$ cat src/rtl/battery_level_estimator.sv
// battery_level_estimator: averages ADC windows, maps them to a slew-limited 0..100 % level.
// Define SENSOR_FAULT_EN to add sticky stuck-sensor detection (FAULT_CNT all-0/all-1 samples).
module battery_level_estimator #(
    parameter int               ADC_W    = 10,
    parameter int               AVG_LOG2 = 3,
    parameter logic [ADC_W-1:0] V_EMPTY  = 10'd600,
    parameter logic [ADC_W-1:0] V_FULL   = 10'd840
`ifdef SENSOR_FAULT_EN
    , parameter int             FAULT_CNT = 16
`endif
) (
    input  logic             clk,
    input  logic             reset_n,
    input  logic             adc_valid,
    input  logic [ADC_W-1:0] adc_data,
    output logic             adc_ready,
    output logic [7:0]       battery_level,
    output logic [7:0]       voltage,
    output logic             level_valid,
    output logic             sensor_fault
);
    localparam int ACC_W = ADC_W + AVG_LOG2;
    localparam int NUM_W = ADC_W + 7;
    localparam int REM_W = NUM_W - 1;
    localparam logic [NUM_W-1:0] DEN = NUM_W'(V_FULL - V_EMPTY);
    localparam logic [1:0] ACC = 2'd0, CALC = 2'd1, DIV = 2'd2, UPD = 2'd3;

    logic [1:0]          state_q, state_d;
    logic [ACC_W-1:0]    acc_q, acc_d;
    logic [AVG_LOG2-1:0] cnt_q, cnt_d;
    logic [2:0]          div_cnt_q, div_cnt_d;
    logic [REM_W-1:0]    rem_q, rem_d;
    logic [6:0]          low_q, low_d, quo_q, quo_d;
    logic                sat_q, sat_d, first_q, first_d;
    logic [7:0]          volt_q, volt_d, level_q, level_d, voltage_q, voltage_d;
    logic                level_valid_q, level_valid_d, adc_ready_q, adc_ready_d;
    logic                transfer, fault_hold;
    logic [ADC_W-1:0]    avg;
    logic [NUM_W-1:0]    num, trial;
    logic                ge;
    logic [7:0]          target;

    assign transfer      = adc_valid & adc_ready_q;
    assign adc_ready     = adc_ready_q;
    assign battery_level = level_q;
    assign voltage       = voltage_q;
    assign level_valid   = level_valid_q;

    always_comb begin
        avg    = ADC_W'(acc_q >> AVG_LOG2);
        num    = (avg <= V_EMPTY) ? '0 : NUM_W'(avg - V_EMPTY) * NUM_W'(100);
        trial  = {rem_q, low_q[6]};
        ge     = trial >= DEN;
        target = (sat_q || quo_q > 7'd100) ? 8'd100 : {1'b0, quo_q};
        state_d       = state_q;
        acc_d         = acc_q;
        cnt_d         = cnt_q;
        div_cnt_d     = div_cnt_q;
        rem_d         = rem_q;
        low_d         = low_q;
        quo_d         = quo_q;
        sat_d         = sat_q;
        volt_d        = volt_q;
        level_d       = level_q;
        voltage_d     = voltage_q;
        first_d       = first_q;
        level_valid_d = 1'b0;
        case (state_q)
            ACC: if (transfer) begin
                acc_d = acc_q + ACC_W'(adc_data);
                cnt_d = cnt_q + 1'b1;
                state_d = (cnt_q == '1) ? CALC : ACC;
            end
            CALC: begin
                rem_d     = REM_W'(num >> 7);
                low_d     = num[6:0];
                quo_d     = '0;
                sat_d     = avg >= V_FULL;
                volt_d    = avg[ADC_W-1 -: 8];
                acc_d     = '0;
                cnt_d     = '0;
                div_cnt_d = '0;
                state_d   = DIV;
            end
            DIV: begin
                rem_d     = REM_W'(ge ? trial - DEN : trial);
                low_d     = {low_q[5:0], 1'b0};
                quo_d     = {quo_q[5:0], ge};
                div_cnt_d = div_cnt_q + 3'd1;
                state_d   = (div_cnt_q == 3'd6) ? UPD : DIV;
            end
            default: begin
                if (!fault_hold) begin
                    level_d = first_q ? target :
                              (target > level_q) ? level_q + 8'd1 :
                              (target < level_q) ? level_q - 8'd1 : level_q;
                    voltage_d     = volt_q;
                    level_valid_d = 1'b1;
                    first_d       = 1'b0;
                end
                state_d = ACC;
            end
        endcase
        adc_ready_d = state_d == ACC;
    end

    always_ff @(posedge clk) begin
        if (!reset_n) begin
            state_q       <= ACC;
            acc_q         <= '0;
            cnt_q         <= '0;
            div_cnt_q     <= '0;
            rem_q         <= '0;
            low_q         <= '0;
            quo_q         <= '0;
            sat_q         <= 1'b0;
            volt_q        <= '0;
            level_q       <= '0;
            voltage_q     <= '0;
            first_q       <= 1'b1;
            level_valid_q <= 1'b0;
            adc_ready_q   <= 1'b0;
        end else begin
            state_q       <= state_d;
            acc_q         <= acc_d;
            cnt_q         <= cnt_d;
            div_cnt_q     <= div_cnt_d;
            rem_q         <= rem_d;
            low_q         <= low_d;
            quo_q         <= quo_d;
            sat_q         <= sat_d;
            volt_q        <= volt_d;
            level_q       <= level_d;
            voltage_q     <= voltage_d;
            first_q       <= first_d;
            level_valid_q <= level_valid_d;
            adc_ready_q   <= adc_ready_d;
        end
    end

`ifdef SENSOR_FAULT_EN
    localparam int FC_W = $clog2(FAULT_CNT + 1);
    logic [FC_W-1:0] stuck_q, stuck_d;
    logic            fault_q, fault_d;
    always_comb begin
        stuck_d = !transfer ? stuck_q :
                  !(&adc_data || ~|adc_data) ? '0 :
                  (stuck_q == FC_W'(FAULT_CNT)) ? stuck_q : stuck_q + 1'b1;
        fault_d = fault_q | (stuck_d == FC_W'(FAULT_CNT));
    end
    always_ff @(posedge clk) begin
        if (!reset_n) begin
            stuck_q <= '0;
            fault_q <= 1'b0;
        end else begin
            stuck_q <= stuck_d;
            fault_q <= fault_d;
        end
    end
    assign fault_hold   = fault_q;
    assign sensor_fault = fault_q;
`else
    assign fault_hold   = 1'b0;
    assign sensor_fault = 1'b0;
`endif
endmodule

$ cat config.mk
export PLATFORM = sky130hd
export DESIGN_NAME = battery_level_estimator
export DESIGN_NICKNAME = d
export VERILOG_FILES = /design/src/rtl/battery_level_estimator.sv
export SDC_FILE = /design/constraint.sdc
export NUM_CORES = 1
export LEC_CHECK = 0
export CAP_MARGIN = 0
export CORE_ASPECT_RATIO = 1.5
export CORE_MARGIN = 1.5
export CORE_UTILIZATION = 56
export CTS_BUF_LIST = sky130_fd_sc_hd__clkbuf_8
export CTS_CLUSTER_SIZE = 14
export DETAILED_ROUTE_END_ITERATION = 16
export PLACE_DENSITY = 0.79
export SLEW_MARGIN = 0
export SYNTH_ARGS = -nofsm -noshare
export SYNTH_HDL_FRONTEND = slang
export SYNTH_SLANG_ARGS = --single-unit
$ cat constraint.sdc
create_clock -name clk -period 3.53 [get_ports clk]
set_input_delay 0.706 -clock clk [delete_from_list [all_inputs] [get_ports clk]]
set_output_delay 0.706 -clock clk [all_outputs]
set_load 0.1 [all_outputs]
* Word level (Yosys, flattened, before mapping)
Index checks and enable logic that the tools add are counted.
Storage, ports and cells: bits in registers 79, input port bits 13, output and inout bits 19, logic and storage cells 63
Operators by class: $add $sub $neg 7, multipliers 1, magnitude comparators 6, eq/ne operators 5, multiplexer cells 19, bitwise logic cells 2, reductions and logical operators 9
Operators by type and width (count):
- 16-bit case mux with 2 select lines | 1
- 7-bit case mux with 2 select lines | 2
- 13-bit case mux with 2 select lines | 1
- 8-bit 2-to-1 mux | 3
- 17-bit by 8-bit greater-or-equal comparator with 1-bit output (second input constant) | 1
- 17-bit by 5-bit multiplier with 15-bit output (second input constant) | 1
- 17-bit 2-to-1 mux | 1
- 16-bit 2-to-1 mux | 1
- 16-bit by 8-bit subtractor with 16-bit output (second input constant) | 1
- 13-bit by 10-bit adder with 13-bit output | 1
- 13-bit 2-to-1 mux | 1
- 3-bit case mux with 2 select lines | 2
- 10-bit by 10-bit subtractor with 11-bit output (second input constant) | 1
- 10-bit greater-or-equal comparator (second input constant) | 1
- 10-bit less-or-equal comparator (second input constant) | 1
- 8-bit by 1-bit adder with 8-bit output (second input constant) | 1
- 7-bit by 8-bit > comparator with 1-bit output | 1
- 7-bit by 8-bit less-than comparator with 1-bit output | 1
- 8-bit by 1-bit subtractor with 8-bit output (second input constant) | 1
- 7-bit > comparator (second input constant) | 1
- 7-bit 2-to-1 mux | 1
- 3-bit by 1-bit adder with 3-bit output (second input constant) | 2
- 3-bit equality test (second input constant) | 2
- 2-bit case mux with 3 select lines | 1
- other kinds (14) | 19

* Depth between registers and ports, before layout
Gate-level depths: netlist of run 1.
depth in word-level cells 7, gate-level depth with buffers 17, depth with buffers taken out 17

* Worst setup path after synthesis of run 1
No wires, ideal clock.
path kind register to register, start register acc_q[6], end register rem_q[9], setup time 0.119 ns, data arrival time 3.777 ns, required time 3.411 ns, path slack -0.366 ns, stages on the path, launching flop included 17, buffers on the path 0, clock period less this slack 3.896 ns, path through dfxtp_1 > ha_1 > o21ai_0 > nand2_1 > xnor2_1 > inv_1 > ha_1 > ha_1 > inv_1 > fa_1 > inv_1 > ha_1 > a21oi_1 > nand2_1 > o41ai_1 > mux2i_1 > o221a_2
Between the ends: cells in the longest elaborated chain, start to end 4, elaborated cells between the ends (all ways) 5, classes of those cells add/sub (1); mul (1); order compare (1); mux (2)
RTL lines:
- start: declaration | RTL line 29 | logic [ACC_W-1:0] acc_q, acc_d;
- start signal: assignment | RTL line 110 | acc_q <= '0;
- start signal: assignment | RTL line 125 | acc_q <= acc_d;
- 10-bit by 10-bit subtractor with 11-bit output | RTL line 51 | num = (avg <= V_EMPTY) ? '0 : NUM_W'(avg - V_EMPTY) * NUM_W'(100);
- 17-bit by 5-bit multiplier with 15-bit output | RTL line 51
- 17-bit 2-to-1 mux (*) | RTL line 51
- 16-bit case mux with 2 select lines (*) | RTL line 68 | case (state_q)
- end signal: assignment | RTL line 128 | rem_q <= rem_d;
- end: declaration | RTL line 32 | logic [REM_W-1:0] rem_q, rem_d;
Mark *: on every way between the ends. The rest lies on a longest branch, timed or not. A chain may end at the register's enable or synchronous reset.

* Final worst setup path of run 1
Same ends and word-level chain as after synthesis.

==> results of run 1 <==
==> cells in the final DEF, fill, tap and decap left out, types with 10 or more instances in the layout <==
cell type,count
mux2i_1,19
fa_1,11
inv_1,56
nand2_1,36
xnor2_1,22
ha_1,49
a22oi_1,14
clkdlybuf4s50_1,29
buf_4,43
dfxtp_2,14
ha_4,17
xor2_1,10
a21oi_1,22
nor2b_1,35
nor2_1,25
nand3_1,20
o21ai_0,39
dfxtp_1,62
==> cell families after synthesis <==
| kind of cell | share of synthesized area |
|---|---|
| multiplexers | 0.03740 |
| AO/OA/AOI/OAI | 0.1923 |
| flip-flops | 0.2862 |
| AND/OR/NAND/NOR | 0.1663 |
| buffers and inverters | 0.06225 |
| XOR/XNOR | 0.05691 |
| other | 0.0006962 |
| adder cells (fa/ha/maj) | 0.1979 |
==> through the flow <==
stage                     worst slack (ns)    util  cells  hold slack, ns
after floorplan                    -0.1372       -    617          0.4240
after global placement            0.004780  0.6461    770          0.4391
after detailed placement           -0.1252  0.6461    770          0.4460
after CTS                        0.0007669  0.6737    787          0.4910
after global routing               -0.1438  0.7184    795          0.5112
final                            -0.002433  0.7184    795          0.4875
==> worst max-delay path, cell delays in order, from the launching register on <==
cell and delay [ns]:
dfxtp_4 0.38, buf_6 0.13, inv_1 0.13, ha_4 0.33, inv_2 0.06, ha_4 0.28, ha_4 0.20, fa_1 0.60
ha_4 0.24, nand2_1 0.13, a21bo_4 0.15, nand2_2 0.07, o41ai_4 0.35, mux2i_1 0.23, o221a_2 0.20
==> worst max path at each step <==
stage	startpoint	cells past startpoint	to	slack, ns
floorplan	acc_q[6]$_SDFFE_PN0P_	17	rem_q[9]$_SDFFE_PN0P_	-0.14
global placement	acc_q[6]$_SDFFE_PN0P_	17	rem_q[9]$_SDFFE_PN0P_	0.005
detailed placement	acc_q[6]$_SDFFE_PN0P_	17	rem_q[9]$_SDFFE_PN0P_	-0.13
CTS	acc_q[6]$_SDFFE_PN0P_	17	rem_q[9]$_SDFFE_PN0P_	0.0008
global route	quo_q[0]$_SDFFE_PN0P_	20	battery_level[7]$_SDFFE_PN0P_	-0.14
finish	acc_q[6]$_SDFFE_PN0P_	14	rem_q[9]$_SDFFE_PN0P_	-0.002
==> final cells by class <==
type                            instances  area (sq um)
Clock buffer                            9         123.9
Fill cell                             660          2621
Clock inverter                          7         73.82
Sequential cell                        77          1563
Multi-Input combinational cell        455          3911
Timing Repair Buffer                   75         646.9
Tap cell                              112         140.1
Inverter                               60         227.7
==> sequential cells by signal, summed over array words and instances (netlist names) <==
name,cells
level_valid,1
div_cnt_q,3
low_q,5
quo_q,7
volt_q,8
cnt_q,3
voltage,8
rem_q,16
acc_q,13
state_q,2
first_q,1
battery_level,8
adc_ready,1
sat_q,1
==> power groups by stage <==
stage | Clock [mW] | Combinational, mW | Sequential (mW)
6_report | 0.690 | 0.913 | 0.891
5_1_grt | 0.725 | 0.987 | 0.893
4_1_cts | 0.695 | 0.731 | 0.888
3_5_place_dp | 0 | 0.690 | 0.908
3_3_place_gp | 0 | 0.656 | 0.908
2_1_floorplan | 0 | 0.487 | 0.911
==> metal layers <==
metal | vias to the layer above | track usage
met5 | - | 0
met4 | 0 | 0.1260
met3 | 55 | 0.03138
met2 | 109 | 0.4853
met1 | 2248 | 0.2502
li1 | 2297 | -
==> repair_timing <==
action / 4_1_cts / 5_1_grt
buffers inserted: 1 / 8
setup endpoints to repair: 4 / 10
gates resized for setup: 9 / 63
endpoints found under the hold margin: 0 / 0
pin swaps: 2 / 33
cloned: 0 / 0
==> impl_metrics.toml, run 1 <==
[synth]
synth_cell_types = 65
async_flop_share = 0
synth_top_cell_area_share = 0.2862
synth_area_leader_cell = "dfxtp_1"
synth_common_cells = "77 x dfxtp_1, 66 x ha_1, 60 x inv_1, 42 x o21ai_0, 39 x nand2_1"
ys_top_cells_by_area = "dfxtp_1 29%, ha_1 15%, fa_1 4.5%"
mappedNetlistArea_sq_mm = 0.005386
ys_ff_latch = 77
postSynthAreaPerCell_sq_um = 8.730
yosys_warnings = 0
synth_seq_area_share = 0.2862
synth_fp_nets = 708
yosysMostFrequentCell = "dfxtp_1"
synth_cells = 617
synth-main-ff-cell = "dfxtp_1"
synth_enable_flop_cells = 0

[worst_setup_path]
r2r_cells = 14
r2r_setup_slack_ns = -0.002
r2r-end = "rem_q[9]$_SDFFE_PN0P_"
crit_required_ns = 3.84
r2r-start = "acc_q[6]$_SDFFE_PN0P_"
crit_fanout = 8
critPathCaptureType = "flop"
criticalPathCategory = "flop to flop"
cp-start-kind = "flop"
arrival_ns = 3.84

[power_and_ir_drop]
switching_share = 0.3348
pwr-share-comb = 0.366
p_total_mw = 2.494
switching_power_mw = 0.8351
pwr-share-seq = 0.357
p_clk_frac = 0.277
p_int_mw = 1.659
leakage_nw = 2.710
powerDensity_mw_per_mm2 = 373.1
ir_worst_vdd_mv = 0.2640

[timing]
tns_ns = -0.002433
worst_pin_slew_ns = 0.9788
finClkSkew_ns = 0.01182
setup_slack_ns = -0.002433
fmax_mhz = 283.1
slew_viol_final = 0
finalHoldViolCount = 0
min_period_ns = 3.532
min_period_over_period = 1.001
setup_viol = 1
slew_headroom = 0.3454
rsz0062_at_grt = "yes"

[drt]
top_layer = "met4"
postRouteAntennaNets = 0
wl_met1_um = 5116
initialDrtViolationCount = 209
viasPerCell = 5.923
wl_per_cell_um = 17.15
wl_met2_um = 7398
firstDrtPassIters = 4
num_vias = 4709
wl_met3_um = 370
drc = 0
wirelength_um = 13640

[place]
io_buffers = 30
dpl_cell_area_sq_mm = 0.006013
place.gp.congestion = 0.8215
dp_hpwl_um = 9386

[clock_tree]
tritoncts = "built"
ctsHoldBuffers = 0
cts_buffers = 9
htreeDepth = 3
numClockSinks = 77
clockRootBuffer = "clkbuf_8"
clock_path_buffers = 2
clk_pin_slew_ns = 0.09
clock_latency_ns = 0.36

[grt]
grt_first_pass_wirelength_um = 20470
grt_max_degree = 49
grt_usage = 0.2454
grt_pass1_vias = 4662
overflow = 0
antenna_found_initial = 0

[floorplan]
start_util = 0.5787
die_w_um = 83.08
rows = 43
io_pins = 32
core_area_sq_mm = 0.009308
dieHeight_um = 123.1
dieArea_sq_mm = 0.01023

[hold_path]
min_to = "rem_q[14]$_SDFFE_PN0P_"
hp-start = "rem_q[14]$_SDFFE_PN0P_"
holdCritPathClass = "flop to flop"
hold_path_depth = 2

[finish]
drive_above_1_share = 0.1977
stdcell_area_sq_mm = 0.006686
nets = 769
diodes = 0
area_growth_pct = 24.13

[run_status]
failed_checks = "setup timing"
outcome = "finished, violations left"

[flow_run]
drv_cap = 0
Note: power is estimated with default switching activity, not from simulation.
==> inputs of run 2 (changes only) <==
Settings changed: CAP_MARGIN 0 to 40, TNS_END_PERCENT from default to 30.
==> run 2 against run 1 <==
The flow now finishes without violations. Clock power shrank 12%. Via count grew 3.8%. Die area is the same. Clock skew grew 0.0032 ns. Design area grew 2.1%. Sequential power is essentially flat. Critical path type unchanged. Largest cell class unchanged. Highest routed layer unchanged.
==> impl_metrics.toml, run 2 (synthesized netlist as in run 1, its figures left out) <==
[place]
place.gp.congestion = 0.8215
post-place-ws_ns = -0.1034
dp_hpwl_um = 9818
io_buffers = 30

[drt]
wirelength_um = 13990
wl_met1_um = 5079
wl_met2_um = 7629
firstDrtPassIters = 5
wl_per_cell_um = 17.29
drc = 0
top_layer = "met4"
num_vias = 4886
wl_met3_um = 509
postRouteAntennaNets = 0
viasPerCell = 6.040
initialDrtViolationCount = 353

[floorplan]
io_pins = 32
start_util = 0.5787
dieHeight_um = 123.1
rows = 43
dieArea_sq_mm = 0.01023
core_area_sq_mm = 0.009308
die_w_um = 83.08

[timing]
hold-worst-slack_ns = 0.4868
min_period_ns = 3.521
rsz0062_at_grt = "yes"
finalHoldViolCount = 0
finClkSkew_ns = 0.01503
slew_viol_final = 0
worst_pin_slew_ns = 0.6621
setup_slack_ns = 0.009080
min_period_over_period = 0.9974
setup_viol = 0
slew_headroom = 0.5586
fmax_mhz = 284.0

[power_and_ir_drop]
powerDensity_mw_per_mm2 = 350.6
leakage_nw = 2.802
ir_worst_vdd_mv = 0.2819
p_total_mw = 2.393

[clock_tree]
numClockSinks = 77
cts_buffers = 9
tritoncts = "built"
ctsHoldBuffers = 0
clock_path_buffers = 2
clk_pin_slew_ns = 0.08
clock_latency_ns = 0.37
htreeDepth = 3
clockRootBuffer = "clkbuf_8"

[grt]
antenna_found_initial = 0
grt_first_pass_wirelength_um = 21130
grt_pass1_vias = 4778
grt_usage = 0.2561
overflow = 0
grt_max_degree = 49

[finish]
top_regs = "rem_q x16, acc_q x13"
top_register = "rem_q"
final_util = 0.7332
diodes = 0
area_growth_pct = 26.69
mostFrequentLayoutCells = "64 x dfxtp_1, 57 x inv_1, 51 x ha_1"
nets = 784
largest_reg_flops = 16
drive_above_1_share = 0.2037
final_common_cell = "dfxtp_1"

[worst_setup_path]
cp-start-kind = "flop"
crit_fanout = 5
crit_required_ns = 3.83
critPathCaptureType = "flop"
criticalPathCategory = "flop to flop"
arrival_ns = 3.82

[flow_run]
drv_cap = 0

[run_status]
outcome = "finished, final reports clean"

[hold_path]
holdCritPathClass = "flop to flop"
run 2: area by class of cell:
type / instances / area (sq um)
Multi-Input combinational cell: 455 / 3847
Fill cell: 625 / 2484
Sequential cell: 77 / 1560
Timing Repair Buffer: 90 / 887.1
Inverter: 60 / 225.2
Tap cell: 112 / 140.1
Clock buffer: 9 / 123.9
Clock inverter: 6 / 40.04
run 2: what timing repair did:
item | 4_1_cts | 5_1_grt
pin swaps | 1 | 30
setup endpoints to repair | 5 | 10
hold endpoints to repair | 0 | 0
buffers inserted | 1 | 6
gates resized for setup | 9 | 52
cloned | 0 | 0
run 2: final timing paths:
| path | startpoint | end | slack (ns) | cells after the start |
|---|---|---|---|---|
| min reg2reg | rem_q[14]$_SDFFE_PN0P_ | rem_q[14]$_SDFFE_PN0P_ | 0.49 | 2 |
| max reg2reg | acc_q[6]$_SDFFE_PN0P_ | rem_q[6]$_SDFFE_PN0P_ | 0.009 | 13 |
| max | acc_q[6]$_SDFFE_PN0P_ | rem_q[6]$_SDFFE_PN0P_ | 0.009 | 13 |
| min | rem_q[14]$_SDFFE_PN0P_ | rem_q[14]$_SDFFE_PN0P_ | 0.49 | 2 |
run 2: per-layer routing:
layer,GRT usage,vias up
met4,0.1302,0
met5,0,-
met2,0.5218,161
met3,0.03738,65
met1,0.2460,2329
li1,-,2331
run 2: worst max-delay path: stages, from the launching register on:
cell       delay, ns
dfxtp_4         0.36
ha_4            0.17
buf_4           0.14
xnor2_1         0.19
buf_4           0.21
ha_4            0.22
ha_4            0.24
fa_1            0.53
ha_4            0.32
nand3_1         0.09
o2111ai_2       0.26
a211oi_2        0.11
or4b_1          0.47
a31oi_1         0.16
run 2: through the flow:
step	std cells	TNS (ns)	instance area (sq um)
CTS	803	-0.05946	6494
global route	809	-0.5058	6824
floorplan	617	-0.1372	5415
detailed placement	787	-0.2311	6269
finish	809	0	6824
global placement	770	0	6013
run 2: power breakdown:
part	switching, mW	total, mW	internal [mW]	leakage (nW)
Clock	0.352	0.604	0.251	0.0852
Combinational	0.458	0.898	0.440	2.09
Sequential	0.0133	0.891	0.878	0.628
Total	0.823	2.39	1.57	2.80
==> inputs of run 3 (changes only) <==
--- a/config.mk
+++ b/config.mk
@@ -9,9 +9,9 @@
 export CORE_ASPECT_RATIO = 1.5
 export CORE_MARGIN = 1.5
-export CORE_UTILIZATION = 56
+export CORE_UTILIZATION = 55
 export CTS_BUF_LIST = sky130_fd_sc_hd__clkbuf_8
 export CTS_CLUSTER_SIZE = 14
 export DETAILED_ROUTE_END_ITERATION = 16
-export PLACE_DENSITY = 0.79
+export PLACE_DENSITY = 0.77
 export SLEW_MARGIN = 0
 export SYNTH_ARGS = -nofsm -noshare
==> constraint.sdc (replaced) <==
create_clock -name clk -period 3.53 [get_ports clk]
set_input_delay 0.5295 -clock clk [delete_from_list [all_inputs] [get_ports clk]]
set_output_delay 0.5295 -clock clk [all_outputs]
set_load 0.1 [all_outputs]
==> run 3 against run 2 <==
Register-to-register slack hardly changed. First-iteration DRC count is 0.57% lower. Setup slack lost 0.0027 ns.
==> impl_metrics.toml, run 3 (synthesized netlist as in run 1, its figures left out) <==
[worst_setup_path]
crit_required_ns = 3.82
criticalPathCategory = "flop to flop"
r2r-end = "rem_q[9]$_SDFFE_PN0P_"
arrival_ns = 3.82
r2r_setup_slack_ns = 0.006
crit_fanout = 5
startpoint = "acc_q[7]$_SDFFE_PN0P_"
r2r-start = "acc_q[7]$_SDFFE_PN0P_"
cp-start-kind = "flop"
critPathCaptureType = "flop"
r2r_cells = 14

[timing]
slew_headroom = 0.5651
min_period_over_period = 0.9982
setup_slack_ns = 0.006408
finalHoldViolCount = 0
fmax_mhz = 283.8
hold-worst-slack_ns = 0.4701
finClkSkew_ns = 0.01023
slew_viol_final = 0
min_period_ns = 3.524
setup_viol = 0
worst_pin_slew_ns = 0.6523

[floorplan]
die_w_um = 83.80
rows = 44
io_pins = 32
start_util = 0.5623
core_area_sq_mm = 0.009579
dieHeight_um = 124.2
dieArea_sq_mm = 0.01041

[hold_path]
hp-start = "low_q[2]$_SDFFE_PN0P_"
min_to = "low_q[2]$_SDFFE_PN0P_"
hold_path_depth = 2
holdCritPathClass = "flop to flop"

[drt]
firstDrtPassIters = 5
viasPerCell = 5.877
drc = 0
initialDrtViolationCount = 351
num_vias = 4778
postRouteAntennaNets = 0
wl_per_cell_um = 16.52
wirelength_um = 13430

[finish]
nFillCells = 706
mostFrequentLayoutCells = "65 x dfxtp_1, 52 x inv_1, 50 x ha_1"
drive_above_1_share = 0.2034
area_growth_pct = 27.64
final_common_cell = "dfxtp_1"
largest_reg_flops = 16
top_register = "rem_q"
top_regs = "rem_q x16, acc_q x13"
nets = 785
diodes = 0

[grt]
grt_max_degree = 49
antenna_found_initial = 0
grt_first_pass_wirelength_um = 21240
grt_usage = 0.2494
grt_pass1_vias = 4753
overflow = 0

[clock_tree]
clk_pin_slew_ns = 0.08
numClockSinks = 77
cts_buffers = 9
clock_path_buffers = 2
clock_latency_ns = 0.35
ctsHoldBuffers = 0
clockRootBuffer = "clkbuf_8"
htreeDepth = 3
tritoncts = "built"

[power_and_ir_drop]
leakage_nw = 2.833
p_total_mw = 2.516
powerDensity_mw_per_mm2 = 366.0
ir_worst_vdd_mv = 0.2724

[place]
io_buffers = 30
dp_hpwl_um = 9639
post-place-ws_ns = -0.1056
place.gp.congestion = 0.8350

[flow_run]
drv_cap = 0

[run_status]
outcome = "finished, final reports clean"
[run 3: power breakdown]
group | internal [mW] | switching, mW
Sequential | 0.878 | 0.0145
Clock | 0.395 | 0.325
Combinational | 0.443 | 0.460
Total | 1.72 | 0.800
[run 3: worst max path at each step]
stage,end,slack (ns),cells past startpoint
floorplan,rem_q[9]$_SDFFE_PN0P_,-0.14,17
global placement,rem_q[9]$_SDFFE_PN0P_,-0.02,17
detailed placement,rem_q[9]$_SDFFE_PN0P_,-0.11,17
CTS,battery_level[7]$_SDFFE_PN0P_,0.003,18
global route,rem_q[9]$_SDFFE_PN0P_,-0.09,14
finish,rem_q[9]$_SDFFE_PN0P_,0.006,14
[run 3: metrics by stage]
stage | cells | setup TNS (ns) | area (sq um) | utilization
floorplan | 617 | -0.1372 | 5415 | -
global placement | 773 | -0.02278 | 6020 | 0.6284
detailed placement | 791 | -0.1444 | 6290 | 0.6566
CTS | 806 | 0 | 6540 | 0.6827
global route | 813 | -0.3874 | 6875 | 0.7177
finish | 813 | 0 | 6875 | 0.7177
[run 3: critical path: stages (launching register included)]
cell and delay [ns]:
dfxtp_2 0.36, ha_4 0.18, buf_4 0.14, xnor2_1 0.12, buf_4 0.15, ha_1 0.34
ha_4 0.25, fa_1 0.61, ha_4 0.24, nand2_1 0.11, a21bo_2 0.17, nand2_2 0.08
o41ai_4 0.31, mux2i_1 0.21, o221a_2 0.20
[run 3: what timing repair did]
action	CTS	global route
cloned	0	0
endpoints found under the setup margin	5	10
setup buffers	0	7
pin swaps	0	27
gates resized for setup	9	51
[run 3: final cells by class]
class                   instances  area, sq um  share of cell area
clock buffers                   9        123.9             0.01802
clock inverters                 6        87.58             0.01274
inverters                      60        225.2             0.03276
multi-input cells             455         3839              0.5583
flip-flops and latches         77         1559              0.2268
well taps                     115        143.9             0.02093
repair buffers                 91        897.1              0.1305
[run 3: routing by layer]
layer	wire length, um	track usage
met5	0	0
met4	533	0.1090
met3	398	0.04122
met2	7598	0.4867
met1	4898	0.2527
